`src/rtl/lexer_pkg.sv`:
```
// Shared definitions for the Hlang byte-stream lexer.
//   - token kind codes carried in the upper byte of every token
//   - ASCII codes the lexer reacts to
//   - FSM state type and token width helper
package lexer_pkg;

   localparam logic [7:0] K_SEMICOLON = 8'h00;
   localparam logic [7:0] K_OUT       = 8'h01;
   localparam logic [7:0] K_VAR       = 8'h02;
   localparam logic [7:0] K_EQUAL     = 8'h03;
   localparam logic [7:0] K_IF        = 8'h04;
   localparam logic [7:0] K_BRACKET_A = 8'h05;
   localparam logic [7:0] K_BRACKET_B = 8'h06;
   localparam logic [7:0] K_SHIFT_L   = 8'h07;
   localparam logic [7:0] K_SHIFT_R   = 8'h08;
   localparam logic [7:0] K_PLUS      = 8'h09;
   localparam logic [7:0] K_MINUS     = 8'h0A;
   localparam logic [7:0] K_NUM       = 8'h0B;
   localparam logic [7:0] K_EOF       = 8'h0C;
   // UNKNOWN tokens are all-ones in both KIND and VALUE
   localparam logic [7:0] K_UNKNOWN   = 8'hFF;

   localparam logic [7:0] C_NUL   = 8'h00;
   localparam logic [7:0] C_FF    = 8'hFF;
   localparam logic [7:0] C_TAB   = 8'h09;
   localparam logic [7:0] C_LF    = 8'h0A;
   localparam logic [7:0] C_CR    = 8'h0D;
   localparam logic [7:0] C_SP    = 8'h20;
   localparam logic [7:0] C_LPAR  = 8'h28;
   localparam logic [7:0] C_RPAR  = 8'h29;
   localparam logic [7:0] C_PLUS  = 8'h2B;
   localparam logic [7:0] C_MINUS = 8'h2D;
   localparam logic [7:0] C_DIG0  = 8'h30;
   localparam logic [7:0] C_DIG9  = 8'h39;
   localparam logic [7:0] C_SEMI  = 8'h3B;
   localparam logic [7:0] C_LT    = 8'h3C;
   localparam logic [7:0] C_EQ    = 8'h3D;
   localparam logic [7:0] C_GT    = 8'h3E;
   localparam logic [7:0] C_UE    = 8'h45;
   localparam logic [7:0] C_UF    = 8'h46;
   localparam logic [7:0] C_UO    = 8'h4F;
   localparam logic [7:0] C_LA    = 8'h61;
   localparam logic [7:0] C_LF_CH = 8'h66;
   localparam logic [7:0] C_LI    = 8'h69;
   localparam logic [7:0] C_LO    = 8'h6F;
   localparam logic [7:0] C_LT_CH = 8'h74;
   localparam logic [7:0] C_LU    = 8'h75;
   localparam logic [7:0] C_LZ    = 8'h7A;

   typedef enum logic {
      ST_RUN  = 1'b0,
      ST_DONE = 1'b1
   } lex_state_t;

   function automatic int tok_w(input int val_w);
      return 8 + val_w;
   endfunction

endpackage

```
`src/rtl/token_fifo.sv`:
```
// Synchronous token FIFO with up to two writes and one read per cycle.
// Ports:
//   CLK, RST           clock, synchronous active-high reset
//   PUSH_A / DATA_A    first token written this cycle
//   PUSH_B / DATA_B    second token, lands behind DATA_A when both push
//   POP                remove head (ignored while empty)
//   FREE               number of empty entries
//   EMPTY              no entries held
//   HEAD               oldest entry; last popped value while empty
module token_fifo
   import lexer_pkg::*;
#(
   parameter int W     = 16,
   parameter int DEPTH = 4
)
(
   input  logic                     CLK,
   input  logic                     RST,
   input  logic                     PUSH_A,
   input  logic [W-1:0]             DATA_A,
   input  logic                     PUSH_B,
   input  logic [W-1:0]             DATA_B,
   input  logic                     POP,
   output logic [$clog2(DEPTH):0]   FREE,
   output logic                     EMPTY,
   output logic [W-1:0]             HEAD
);

   localparam int PW = $clog2(DEPTH);
   localparam int CW = PW + 1;

   logic [W-1:0]  mem [DEPTH];
   logic [PW-1:0] wr_ptr;
   logic [PW-1:0] rd_ptr;
   logic [CW-1:0] count;
   logic [W-1:0]  last_q;
   logic          pop_ok;

   assign pop_ok = POP && (count != '0);

   always_ff @(posedge CLK) begin
      if (RST) begin
         wr_ptr <= '0;
         rd_ptr <= '0;
         count  <= '0;
         last_q <= '0;
      end else begin
         if (PUSH_A) mem[wr_ptr] <= DATA_A;
         if (PUSH_B) mem[wr_ptr + PW'(PUSH_A)] <= DATA_B;
         wr_ptr <= wr_ptr + PW'(PUSH_A) + PW'(PUSH_B);
         if (pop_ok) begin
            rd_ptr <= rd_ptr + PW'(1);
            last_q <= mem[rd_ptr];
         end
         count <= count + CW'(PUSH_A) + CW'(PUSH_B) - CW'(pop_ok);
      end
   end

   // the popped token stays visible after the FIFO runs dry
   assign EMPTY = (count == '0);
   assign HEAD  = EMPTY ? last_q : mem[rd_ptr];
   assign FREE  = CW'(DEPTH) - count;

endmodule

```
`src/rtl/lexer_stream.sv`:
```
// Byte-stream lexer for Hlang source: bytes in, {KIND, VALUE} tokens out.
// Ports:
//   CLK, RST            clock, synchronous active-high reset
//   I_VALID/I_READY     source byte handshake, I_DATA = ASCII byte
//   O_VALID/O_READY     token handshake, O_DATA = {KIND[7:0], VALUE}
//   FOUND_EOF           sticky, set once the EOF token has been handed out
//
// state   | meaning
// RUN     | accepting bytes while the FIFO has room for two tokens
// DONE    | EOF seen; input closed, FIFO drains; left only by RST
module lexer_stream
   import lexer_pkg::*;
#(
   parameter int VAL_W      = 8,
   parameter int MAX_LEN    = 8,
   parameter int FIFO_DEPTH = 4
)
(
   input  logic               CLK,
   input  logic               RST,
   input  logic               I_VALID,
   output logic               I_READY,
   input  logic [7:0]         I_DATA,
   output logic               O_VALID,
   input  logic               O_READY,
   output logic [8+VAL_W-1:0] O_DATA,
   output logic               FOUND_EOF
);

   localparam int TW = tok_w(VAL_W);
   localparam int LW = $clog2(MAX_LEN + 2);
   localparam int AW = VAL_W + 4;
   localparam int CW = $clog2(FIFO_DEPTH) + 1;
   localparam logic [AW-1:0] NUM_MAX = AW'((2 ** VAL_W) - 1);

   lex_state_t    state, state_nxt;
   logic [7:0]    wbuf [MAX_LEN];
   logic [LW-1:0] len;
   logic          all_dig;
   logic          num_ovf;
   logic [AW-1:0] acc;
   logic [AW-1:0] acc_nxt;

   logic          accept;
   logic          is_skip, is_space, is_punct, is_eofb, is_digit;
   logic          flush_byte, too_long, word_nonempty, eof_now;
   logic [7:0]    punct_kind;
   logic [TW-1:0] word_tok, tail_tok;
   logic          word_is_eof, word_push, tail_push;
   logic [CW-1:0] fifo_free;
   logic          fifo_empty;
   logic [TW-1:0] fifo_head;

   always_comb begin
      is_skip    = 1'b0;
      is_space   = 1'b0;
      is_punct   = 1'b0;
      is_eofb    = 1'b0;
      punct_kind = K_SEMICOLON;
      case (I_DATA)
         C_CR, C_TAB: is_skip  = 1'b1;
         C_SP, C_LF:  is_space = 1'b1;
         C_NUL, C_FF: is_eofb  = 1'b1;
         C_SEMI:  begin is_punct = 1'b1; punct_kind = K_SEMICOLON; end
         C_EQ:    begin is_punct = 1'b1; punct_kind = K_EQUAL;     end
         C_LPAR:  begin is_punct = 1'b1; punct_kind = K_BRACKET_A; end
         C_RPAR:  begin is_punct = 1'b1; punct_kind = K_BRACKET_B; end
         C_PLUS:  begin is_punct = 1'b1; punct_kind = K_PLUS;      end
         C_MINUS: begin is_punct = 1'b1; punct_kind = K_MINUS;     end
         default: ;
      endcase
   end

   assign is_digit      = (I_DATA >= C_DIG0) && (I_DATA <= C_DIG9);
   assign acc_nxt       = AW'(acc * AW'(10)) + AW'(I_DATA - C_DIG0);
   assign flush_byte    = is_space || is_punct || is_eofb;
   assign too_long      = len > LW'(MAX_LEN);
   assign word_nonempty = len != '0;

   // keyword buffers only need the first three characters; longer words
   // never match a keyword, so too-long words fall through to UNKNOWN
   always_comb begin
      word_tok    = {K_UNKNOWN, {VAL_W{1'b1}}};
      word_is_eof = 1'b0;
      if (!too_long) begin
         if (len == LW'(3) && wbuf[0] == C_LO && wbuf[1] == C_LU && wbuf[2] == C_LT_CH)
            word_tok = {K_OUT, {VAL_W{1'b0}}};
         else if (len == LW'(2) && wbuf[0] == C_LI && wbuf[1] == C_LF_CH)
            word_tok = {K_IF, {VAL_W{1'b0}}};
         else if (len == LW'(2) && wbuf[0] == C_LT && wbuf[1] == C_LT)
            word_tok = {K_SHIFT_L, {VAL_W{1'b0}}};
         else if (len == LW'(2) && wbuf[0] == C_GT && wbuf[1] == C_GT)
            word_tok = {K_SHIFT_R, {VAL_W{1'b0}}};
         else if (len == LW'(3) && wbuf[0] == C_UE && wbuf[1] == C_UO && wbuf[2] == C_UF) begin
            word_tok    = {K_EOF, {VAL_W{1'b0}}};
            word_is_eof = 1'b1;
         end else if (len == LW'(1) && wbuf[0] >= C_LA && wbuf[0] <= C_LZ)
            word_tok = {K_VAR, VAL_W'(wbuf[0])};
         else if (all_dig && !num_ovf)
            word_tok = {K_NUM, acc[VAL_W-1:0]};
      end
   end

   assign eof_now   = is_eofb || (flush_byte && word_nonempty && word_is_eof);
   assign accept    = I_VALID && I_READY;
   assign word_push = accept && flush_byte && word_nonempty;
   assign tail_push = accept && (is_punct || is_eofb);
   assign tail_tok  = is_eofb ? {K_EOF, {VAL_W{1'b0}}}
                              : {punct_kind, VAL_W'(punct_kind == K_SEMICOLON)};

   always_ff @(posedge CLK) begin
      if (RST) state <= ST_RUN;
      else     state <= state_nxt;
   end

   always_comb begin
      state_nxt = state;
      I_READY   = 1'b0;
      case (state)
         ST_RUN: begin
            I_READY = !RST && (fifo_free >= CW'(2));
            if (I_VALID && I_READY && eof_now) state_nxt = ST_DONE;
         end
         ST_DONE: ;
         default: state_nxt = ST_RUN;
      endcase
   end

   // number accumulator tracks the word incrementally; overflow is sticky
   // so a later wrap of the accumulator cannot hide it
   always_ff @(posedge CLK) begin
      if (RST) begin
         len     <= '0;
         all_dig <= 1'b1;
         num_ovf <= 1'b0;
         acc     <= '0;
         for (int i = 0; i < MAX_LEN; i++) wbuf[i] <= 8'h00;
      end else if (accept) begin
         if (flush_byte) begin
            len     <= '0;
            all_dig <= 1'b1;
            num_ovf <= 1'b0;
            acc     <= '0;
         end else if (!is_skip) begin
            for (int i = 0; i < MAX_LEN; i++)
               if (len == LW'(i)) wbuf[i] <= I_DATA;
            if (!too_long) len <= len + LW'(1);
            all_dig <= all_dig && is_digit;
            if (is_digit) begin
               acc <= acc_nxt;
               if (acc_nxt > NUM_MAX) num_ovf <= 1'b1;
            end
         end
      end
   end

   token_fifo #(.W(TW), .DEPTH(FIFO_DEPTH)) u_fifo (
      .CLK    (CLK),
      .RST    (RST),
      .PUSH_A (word_push),
      .DATA_A (word_tok),
      .PUSH_B (tail_push),
      .DATA_B (tail_tok),
      .POP    (O_VALID && O_READY),
      .FREE   (fifo_free),
      .EMPTY  (fifo_empty),
      .HEAD   (fifo_head)
   );

   assign O_VALID = !fifo_empty;
   assign O_DATA  = fifo_head;

   always_ff @(posedge CLK) begin
      if (RST)
         FOUND_EOF <= 1'b0;
      else if (O_VALID && O_READY && fifo_head[TW-1 -: 8] == K_EOF)
         FOUND_EOF <= 1'b1;
   end

endmodule

```
`config.mk`:
```
export PLATFORM = sky130hd
export DESIGN_NAME = lexer_stream
export DESIGN_NICKNAME = d
export VERILOG_FILES = /design/src/rtl/lexer_pkg.sv /design/src/rtl/token_fifo.sv /design/src/rtl/lexer_stream.sv
export SDC_FILE = /design/constraint.sdc
export NUM_CORES = 1
export LEC_CHECK = 0
export BUFFER_PORTS_ARGS = -buffer_cell sky130_fd_sc_hd__buf_2
export CAP_MARGIN = 20
export CORE_MARGIN = 2
export CORE_UTILIZATION = 25
export CTS_CLUSTER_SIZE = 16
export DETAILED_ROUTE_END_ITERATION = 16
export PLACE_DENSITY = 0.35
export SKIP_LAST_GASP = 1
export SLEW_MARGIN = 20
export SYNTH_ARGS = -nofsm -noshare
export SYNTH_HDL_FRONTEND = slang
export SYNTH_SLANG_ARGS = --single-unit
```
`constraint.sdc`:
```
create_clock -name CLK -period 4.6 [get_ports CLK]
set_input_delay 0.69 -clock CLK [delete_from_list [all_inputs] [get_ports CLK]]
set_output_delay 0.69 -clock CLK [all_outputs]
set_load 0.01 [all_outputs]
```
; Word level (Yosys, flattened, before mapping)
; Memories as Yosys holds them, arrays and structs flattened. A register that Yosys moved wholly into a read port is not among the register bits.
; Index checks and enable logic that the tools add are counted.
[word_totals]
ff_bits = 43
latch_bits = 0
mem_bits_rw = 128
romBits = 0
inputBits = 12
out_inout_bits = 19
wordCells = 225
n_memories = 2
[classes]
n_addsub = 10
multipliers = 1
n_div = 0
order_cmp = 7
eq_ne = 33
n_shift = 0
muxes = 102
bitwise_logic = 8
n_reduce_logical = 52
[memory_table]
columns = memory, words, word_bits, read_ports, rd_ports_with_merged_regs, wr, line
row1 = u_fifo.mem, 4, 16, 1, 1, 2, token_fifo.sv:32  ; logic [W-1:0] mem [DEPTH];
row2 = wbuf, 8, 8, 3, 0, 8, lexer_stream.sv:37  ; logic [7:0] wbuf [MAX_LEN];
[ops]
columns = operator, n
row1 = $mux 16, 10
row2 = $eq 8x6->1 const B, 11
row3 = $mux 1, 75
row4 = $eq 8x7->1 const B, 8
row5 = $mux 8, 8
row6 = $mux 12, 3
row7 = $eq 8x4->1 const B, 4
row8 = $logic_and 1x1->1, 29
row9 = $pmux 4 s5, 1
row10 = $eq 4x3->1 const B, 4
row11 = $logic_not 8->1, 2
row12 = $add 12x12->12, 1
row13 = $gt 12x8->1 const B, 1
row14 = $mul 12x3->11 const B, 1
row15 = $mux 4, 3
row16 = $sub 8x6->9 const B, 1
row17 = $eq 4x2->1 const B, 2
row18 = $eq 8x8->1 const B, 1
row19 = $ge 8x6->1 const B, 1
row20 = $ge 8x7->1 const B, 1
row21 = $le 8x6->1 const B, 1
row22 = $le 8x7->1 const B, 1
row23 = $or 1x1->1, 8
row24 = $add 3x1->3, 2
row25 = other kinds (23), 34

; Longest topological paths before layout
; Gate-level depths: netlist (run 1).
; An unclocked memory read counts as a cell.
[logic_depth]
depth_word = 16
depth_mapped = 14
depth_no_buf = 14

; Modules after synthesis
; A second synthesis (run 1) with hierarchy kept.
[hier_totals]
cells_unflattened = 686
hier_area_um2 = 7741.2
[by_module_without_submodules]
columns = mod, instances, cells_per_inst, area_each_um2, seq_area_each_um2
row1 = token_fifo, 1, 295, 4356.7, 2422.3
row2 = lexer_stream, 1, 391, 3384.5, 1101.1

; Worst setup path after synthesis (run 1)
; OpenSTA, ideal clock, no wires.
[synth_timing]
path_type = input port to flip-flop
start = input port I_DATA[4]
end = memory u_fifo.mem[3][0], enable pin
setup_ns = 0.309
arrival_time_ns = 3.187
required_ns = 4.291
setup_slack_ns = 1.104
cell_stages = 14
n_path_buf = 1
cell_sequence = inv_1 -> ha_1 -> or3b_1 -> o22ai_4 -> a31oi_4 -> nand4_4 -> nand3_2 -> inv_2 -> ha_1 -> xor2_1 -> nand4_2 -> o21a_1 -> buf_2 -> inv_1
[synth_rtl]
columns = element, line
row1 = "start, declared", lexer_stream.sv:23  ; input logic [7:0] I_DATA,
row2 = "end, declared", token_fifo.sv:32

==> results.py, run 1 <==
metrics = {
    "drt": {
        "route.detailed.drc": 0,
        "drt-total-wl_um": 18900,
        "vias_per_cell": 4.92,
        "wl_per_cell_um": 18.3,
        "ant_nets": 0,
        "vias": 5099,
        "dr.pass1.iters": 5,
        "dr.first_iter.drc_count": 310,
    },
    "sta": {
        "rsz0062_at_grt": "false",
        "tns_ns": 0,
        "slew_headroom_pct": 40.4,
        "fmax_mhz": 281,
        "setup_violations": 0,
        "fin_crit_sh_pct": 77.5,
        "tightest_slew_ns": 0.893,
        "finalHoldViolations": 0,
        "finalMaxSlewViolations": 0,
        "skew_ns": 0.0118,
        "fin_crit_ns": 3.56,
        "hold_ws_ns": 0.454,
    },
    "global_routing": {
        "antenna_found_initial": 0,
        "grt_remaining_overflow": 0,
        "grt_max_degree": 44,
        "grt_usage_pct": 14.1,
        "grt_pass1_wl_um": 30300,
        "grt_pass1_vias": 5078,
    },
    "yosys": {
        "synthCells": 668,
        "netlist_area_sq_um": 6640,
        "synth_top_area_cell": "dfxtp_1",
        "yosysMostFrequentCell": "nand2_1",
        "yosys_register_bits": 117,
        "synth.top_cell.area_share_pct": 22.0,
        "synth_area_per_cell_sq_um": 9.94,
        "synth_area_leaders": "dfxtp_1, edfxtp_1, ha_1, nand2_1, mux4_2",
        "synth_edf_count": 44,
        "synth_fp_nets": 722,
        "synthTopCellsByCount": "nand2_1, dfxtp_1, nor2_1",
        "ys_seq_area_share_pct": 41.9,
        "synth-async-reset-ratio_pct": 0,
        "ys_warn_count": 0,
        "synth_flop_cell": "dfxtp_1",
        "synth_cell_types": 73,
    },
    "pwr": {
        "peakVddDrop_mv": 0.268,
        "powerDensity_nw_per_um2": 440,
        "power_w": 0.00338,
        "p_int_w": 0.00223,
        "seqPwrFrac_pct": 37.2,
        "combPwrFrac_pct": 22.8,
        "clkPwrFrac_pct": 39.9,
        "power.switching_w": 0.00115,
        "switching_share_pct": 34.1,
        "p_leak_nw": 3.16,
    },
    "clocking": {
        "clk_pin_slew_worst_paths_ns": 0.07,
        "clock_latency_ns": 0.42,
        "cts_hold_buf": 0,
        "numCtsBuffers": 17,
        "cts_setup_buffers": 0,
        "cts.sinks": 117,
        "cts_tree": "built",
        "cts_root_buf": "clkbuf_16",
        "cts.repair.resized": 0,
        "clockBufferDepth": 2,
        "h-tree-depth": 4,
    },
    "worst_setup_path": {
        "worst-path-buf-inv": 3,
        "ff2ff_setup_slack_ns": 1.04,
        "crit_type": "register to register",
        "crit_path_cell_trace": "inv_1 > ha_1 > ha_1 > nor3b_1 > nor4b_4 > nand3_2 > inv_2 > ha_1 > xnor2_1 > nand4_2 > o21a_1 > inv_1",
        "crit_arrival_ns": 3.68,
        "cp-start-kind": "register",
        "critPathTopFamily": "simple AND/OR/NAND/NOR gates",
        "worst_setup_path_end_kind": "register",
        "rr_startpoint": "u_fifo.count[1]",
        "rr_endpoint": "u_fifo.mem[1][10]",
        "cp.required_ns": 4.72,
        "cp_max_fo": 9,
        "slowest_delay_ns": 0.53,
        "ff2ff_path_depth": 12,
        "crit_path_top_delay_cell": "nor3b_1",
        "cpMostUsedCell": "ha_1",
    },
    "hold_path": {
        "min_from": "u_fifo.last_q[4]",
        "min_to": "u_fifo.last_q[4]",
        "hold_depth": 2,
        "hp-class": "register to register",
    },
    "job": {
        "timing.max_cap.violations": 0,
    },
    "layout": {
        "nFillCells": 2723,
        "area_growth_pct": 15.8,
        "fin_nets": 742,
        "n_antenna_cell": 0,
        "drive_above_1_share_pct": 15.5,
    },
    "floorplan": {
        "rows": 59,
        "die_w_um": 167,
        "die_area_sq_um": 27900,
        "die_y_um": 167,
        "initial_core_util_pct": 25.5,
        "io-pin-count": 31,
        "coreArea_sq_um": 26100,
    },
    "placement": {
        "hpwlAfterDp_um": 14200,
        "io_buffers": 30,
        "globalplace.congestion": 0.814,
    },
    "outcome": {
        "status": "completed",
    },
}
logic make-up after synthesis:
family	after synthesis	share of synthesized area, %
buffers and inverters	65	4.45
AO/OA/AOI/OAI	148	16.0
XOR/XNOR	30	3.96
adder cells (fa/ha/maj)	42	8.37
multiplexers	13	4.41
flip-flops	117	41.9
AND/OR/NAND/NOR	253	20.9
area by class of cell:
type                            count  area, sq um  area share, %
Multi-Input combinational cell    486         3570           46.4
Sequential cell                   117         2780           36.2
Clock buffer                       19          475           6.18
Tap cell                          335          419           5.45
Timing Repair Buffer               40          225           2.93
Clock inverter                     13          118           1.53
Inverter                           26         97.6           1.27
flip-flops by register name, indices dropped and copies added (netlist names), 2 cells and up, named ones only:
| name | flops |
|---|---|
| acc | 11 |
| len | 4 |
| u_fifo.count | 3 |
| u_fifo.last_q | 13 |
| u_fifo.mem | 52 |
| u_fifo.rd_ptr | 2 |
| u_fifo.wr_ptr | 2 |
| wbuf | 24 |
metrics by stage:
step	std cells	utilization (%)	instance area [sq um]	worst slack, ns
final	1036	29.5	7690	1.04
after global routing	1036	29.5	7690	0.719
after CTS	1036	29.5	7690	1.01
after detailed placement	1004	27.2	7100	0.595
after global placement	1004	27.2	7100	0.715
after floorplan	668	-	6640	1.10
worst max path at each step:
stage,start,to,cells past startpoint
after detailed placement,I_DATA[4],u_fifo.mem[3][11],14
after global placement,I_DATA[4],u_fifo.mem[3][11],14
after global routing,u_fifo.count[1],u_fifo.mem[1][11],12
final,u_fifo.count[1],u_fifo.mem[1][10],12
after CTS,u_fifo.count[1],u_fifo.mem[1][10],12
after floorplan,I_DATA[4],u_fifo.mem[3][0],14
routing by layer:
layer | GRT usage (%) | share of wire [%] | wire, um
met4 | 3.07 | 0.87 | 165
met5 | 0 | 0 | 0
met2 | 22.2 | 46 | 8630
met3 | 3.16 | 3.7 | 691
met1 | 19.7 | 50 | 9430
layout by cell type, fill, tap and decap left out, drive strengths merged, types with 7 or more instances in the layout:
| cell type | synthesis | final |
|---|---|---|
| nor2 | 49 | 49 |
| nand4b | 8 | 8 |
| dfxtp | 73 | 73 |
| a21oi | 34 | 34 |
| mux4 | 13 | 13 |
| buf | 21 | 40 |
| nand2 | 82 | 82 |
| o21ai | 11 | 11 |
| clkbuf | 18 | 19 |
| ha | 38 | 38 |
| xnor2 | 22 | 22 |
| xor2 | 8 | 8 |
| edfxtp | 44 | 44 |
| inv | 25 | 37 |
| a22o | 28 | 28 |
| nor3 | 16 | 16 |
| o31ai | 7 | 7 |
| nand3 | 18 | 18 |
| and3 | 23 | 23 |
| a22oi | 10 | 10 |
| o22ai | 22 | 22 |
| nand4 | 13 | 13 |
worst reg2reg max path, stage by stage (launching register included):
cell and delay, ns:
dfxtp_1 0.36, inv_1 0.09, ha_1 0.18, ha_1 0.27
nor3b_1 0.53, nor4b_4 0.12, nand3_2 0.17, inv_2 0.09
ha_1 0.22, xnor2_1 0.37, nand4_2 0.28, o21a_1 0.34
inv_1 0.23
power by group through the flow:
stage | Combinational [W] | Clock [W] | Sequential (W)
after detailed placement | 0.000785 | 0 | 0.00128
after global routing | 0.000866 | 0.00144 | 0.00128
after global placement | 0.000777 | 0 | 0.00128
final | 0.000772 | 0.00135 | 0.00126
after floorplan | 0.000558 | 0 | 0.00122
after CTS | 0.000788 | 0.00139 | 0.00126
(Power assumes the default switching activity.)
==> run 2: changes to the inputs <==
--- a/config.mk
+++ b/config.mk
@@ -5,6 +5,7 @@
 export SDC_FILE = /design/constraint.sdc
 export NUM_CORES = 1
 export LEC_CHECK = 0
+export ABC_AREA = 1
 export BUFFER_PORTS_ARGS = -buffer_cell sky130_fd_sc_hd__buf_2
 export CAP_MARGIN = 20
 export CORE_MARGIN = 2
==> constraint.sdc (replaced) <==
create_clock -name CLK -period 3.5 [get_ports CLK]
set_input_delay 0.525 -clock CLK [delete_from_list [all_inputs] [get_ports CLK]]
set_output_delay 0.525 -clock CLK [all_outputs]
set_load 0.01 [all_outputs]
==> results.py, run 2 <==
metrics = {
    "outcome": {
        "status": "completed",
    },
    "yosys": {
        "synth_top_area_cell": "dfxtp_1",
        "ys_seq_area_share_pct": 38.7,
        "synth_fp_nets": 1044,
        "yosys_register_bits": 117,
        "synth_area_per_cell_sq_um": 7.27,
        "synth.top_cell.area_share_pct": 20.3,
        "netlist_area_sq_um": 7200,
        "synth_cell_types": 40,
        "yosysMostFrequentCell": "nand2_1",
        "synth_edf_count": 44,
        "synthCells": 990,
        "synth_area_leaders": "dfxtp_1, edfxtp_1, nand2_1, nand3_1, ha_1",
        "synth_flop_cell": "dfxtp_1",
        "synthTopCellsByCount": "nand2_1, nand3_1, inv_1",
        "ys_warn_count": 0,
        "synth-async-reset-ratio_pct": 0,
    },
    "worst_setup_path": {
        "startpoint": "acc[3]",
        "rr_endpoint": "num_ovf",
        "ff2ff_setup_slack_ns": 0.36,
        "cp_max_fo": 4,
        "crit_type": "register to register",
        "cp-start-kind": "register",
        "crit_path_end": "num_ovf",
        "crit_arrival_ns": 3.49,
        "ff2ff_path_depth": 19,
        "rr_startpoint": "acc[3]",
        "worst_setup_path_end_kind": "register",
        "cp.required_ns": 3.85,
    },
    "layout": {
        "final_common_cell": "nand2_1",
        "largest_reg_flops": 52,
        "regMostFlops": "u_fifo.mem",
        "top_regs": "u_fifo.mem: 52 flops, wbuf: 24 flops, u_fifo.last_q: 13 flops",
        "fin_cells": 1419,
        "fin_nets": 1076,
        "drive_above_1_share_pct": 10.4,
        "area_growth_pct": 16.1,
        "layout.cells.most_common_list": "nand2_1, nand3_1, inv_1",
        "fin_area_sq_um": 8360,
        "n_antenna_cell": 0,
    },
    "sta": {
        "tns_ns": 0,
        "fin_crit_ns": 3.14,
        "skew_ns": 0.0101,
        "setup_slack_ns": 0.357,
        "rsz0062_at_grt": "false",
        "finalMaxSlewViolations": 0,
        "fin_crit_sh_pct": 89.8,
        "slew_headroom_pct": 39.8,
        "fmax_mhz": 318,
        "tightest_slew_ns": 0.893,
        "setup_violations": 0,
        "finalHoldViolations": 0,
    },
    "drt": {
        "vias": 6349,
        "dr.pass1.iters": 5,
        "route.detailed.drc": 0,
        "ant_nets": 0,
        "drt-total-wl_um": 22700,
        "wl_met3_um": 497,
        "dr.first_iter.drc_count": 399,
        "vias_per_cell": 4.47,
        "wl_per_cell_um": 16.0,
        "wl_met1_um": 10900,
        "dr.max_layer_used": "met4",
        "wl_met2_um": 11100,
    },
    "global_routing": {
        "grt_pass1_wl_um": 36200,
        "grt_pass1_vias": 6320,
        "antenna_found_initial": 0,
        "grt_remaining_overflow": 0,
        "grt_max_degree": 32,
        "grt_usage_pct": 15.6,
    },
    "pwr": {
        "clkPwrFrac_pct": 35.4,
        "powerDensity_nw_per_um2": 576,
        "power.switching_w": 0.00174,
        "seqPwrFrac_pct": 34.6,
        "combPwrFrac_pct": 30.1,
        "p_int_w": 0.00307,
        "power_w": 0.00482,
        "switching_share_pct": 36.2,
        "p_leak_nw": 3.91,
        "peakVddDrop_mv": 0.300,
    },
    "clocking": {
        "clock_latency_ns": 0.42,
        "cts.sinks": 117,
        "cts_root_buf": "clkbuf_16",
        "clk_pin_slew_worst_paths_ns": 0.06,
        "cts_setup_buffers": 0,
        "cts_hold_buf": 0,
        "h-tree-depth": 4,
        "clockBufferDepth": 2,
        "cts.repair.resized": 0,
        "cts_tree": "built",
        "numCtsBuffers": 17,
    },
    "job": {
        "timing.max_cap.violations": 0,
    },
    "hold_path": {
        "hp-class": "register to register",
    },
    "floorplan": {
        "die_w_um": 174,
        "io-pin-count": 31,
        "rows": 62,
        "die_area_sq_um": 30200,
        "initial_core_util_pct": 25.2,
        "die_y_um": 174,
        "coreArea_sq_um": 28500,
    },
    "placement": {
        "dpl_cell_area_sq_um": 7790,
        "dp_cells": 1387,
        "globalplace.congestion": 0.786,
        "io_buffers": 30,
        "pre_cts_slack_ns": 0.239,
        "hpwlAfterDp_um": 17100,
    },
}
[run 2: cell types whose count changed after synthesis, sizes merged, moves of 24 or more]
cell,before,now
a21oi,34,58
a22o,28,0
inv,25,110
nand2,82,257
nand3,18,123
nor2,49,104
o21ai,11,61
[run 2: how the worst min path moves through the flow]
stage	start	slack [ns]	endpoint	cells after the start
after floorplan	all_dig	0.43	all_dig	2
after global placement	FOUND_EOF	0.45	FOUND_EOF	2
after detailed placement	FOUND_EOF	0.45	FOUND_EOF	2
after CTS	FOUND_EOF	0.46	FOUND_EOF	2
after global routing	u_fifo.mem[3][6]	0.48	u_fifo.mem[3][6]	2
final	FOUND_EOF	0.46	FOUND_EOF	2
[run 2: critical path, stage by stage (launching register included)]
cell     delay, ns
dfxtp_1       0.40
ha_1          0.26
ha_1          0.23
fa_1          0.41
nand3_1       0.09
nand2_1       0.08
nand2_1       0.07
nand2_1       0.05
a21oi_1       0.15
xnor2_1       0.16
ha_1          0.30
nand2_1       0.11
inv_1         0.04
a21oi_1       0.13
nand2_1       0.06
nor2_1        0.15
nand3_1       0.10
nand4_1       0.10
nand2_1       0.06
a21oi_1       0.13
[run 2: kinds of logic after synthesis]
logic type / count (synthesis) / synth area share, %
buffers and inverters: 148 / 8.39
AND/OR/NAND/NOR: 513 / 30.9
adder cells (fa/ha/maj): 42 / 7.72
flip-flops: 117 / 38.7
XOR/XNOR: 18 / 2.19
AO/OA/AOI/OAI: 152 / 12.2
[run 2: layer usage]
metal  vias up  track usage [%]
li1       3349                -
met1      2911             20.4
met2        80             26.9
met3         9             2.70
met4         0             3.78
met5         -                0
[run 2: layout make-up]
class,count,area (sq um)
Inverter,111,417
Multi-Input combinational cell,725,3810
Clock buffer,22,469
Timing Repair Buffer,50,300
Tap cell,384,480
Fill cell,3223,20200
Clock inverter,10,95.1
Sequential cell,117,2780
[run 2: power by group through the flow]
stage,clock network [W],logic [W],registers (W)
global placement,0,0.00149,0.00170
detailed placement,0,0.00147,0.00169
CTS,0.00175,0.00148,0.00167
floorplan,0,0.000998,0.00166
global route,0.00182,0.00166,0.00169
finish,0.00170,0.00145,0.00167
[run 2: through the flow]
step | hold slack, ns | utilization [%]
final | 0.461 | 29.3
after global routing | 0.482 | 29.3
after CTS | 0.461 | 29.3
after detailed placement | 0.448 | 27.3
after global placement | 0.454 | 27.3
after floorplan | 0.429 | -
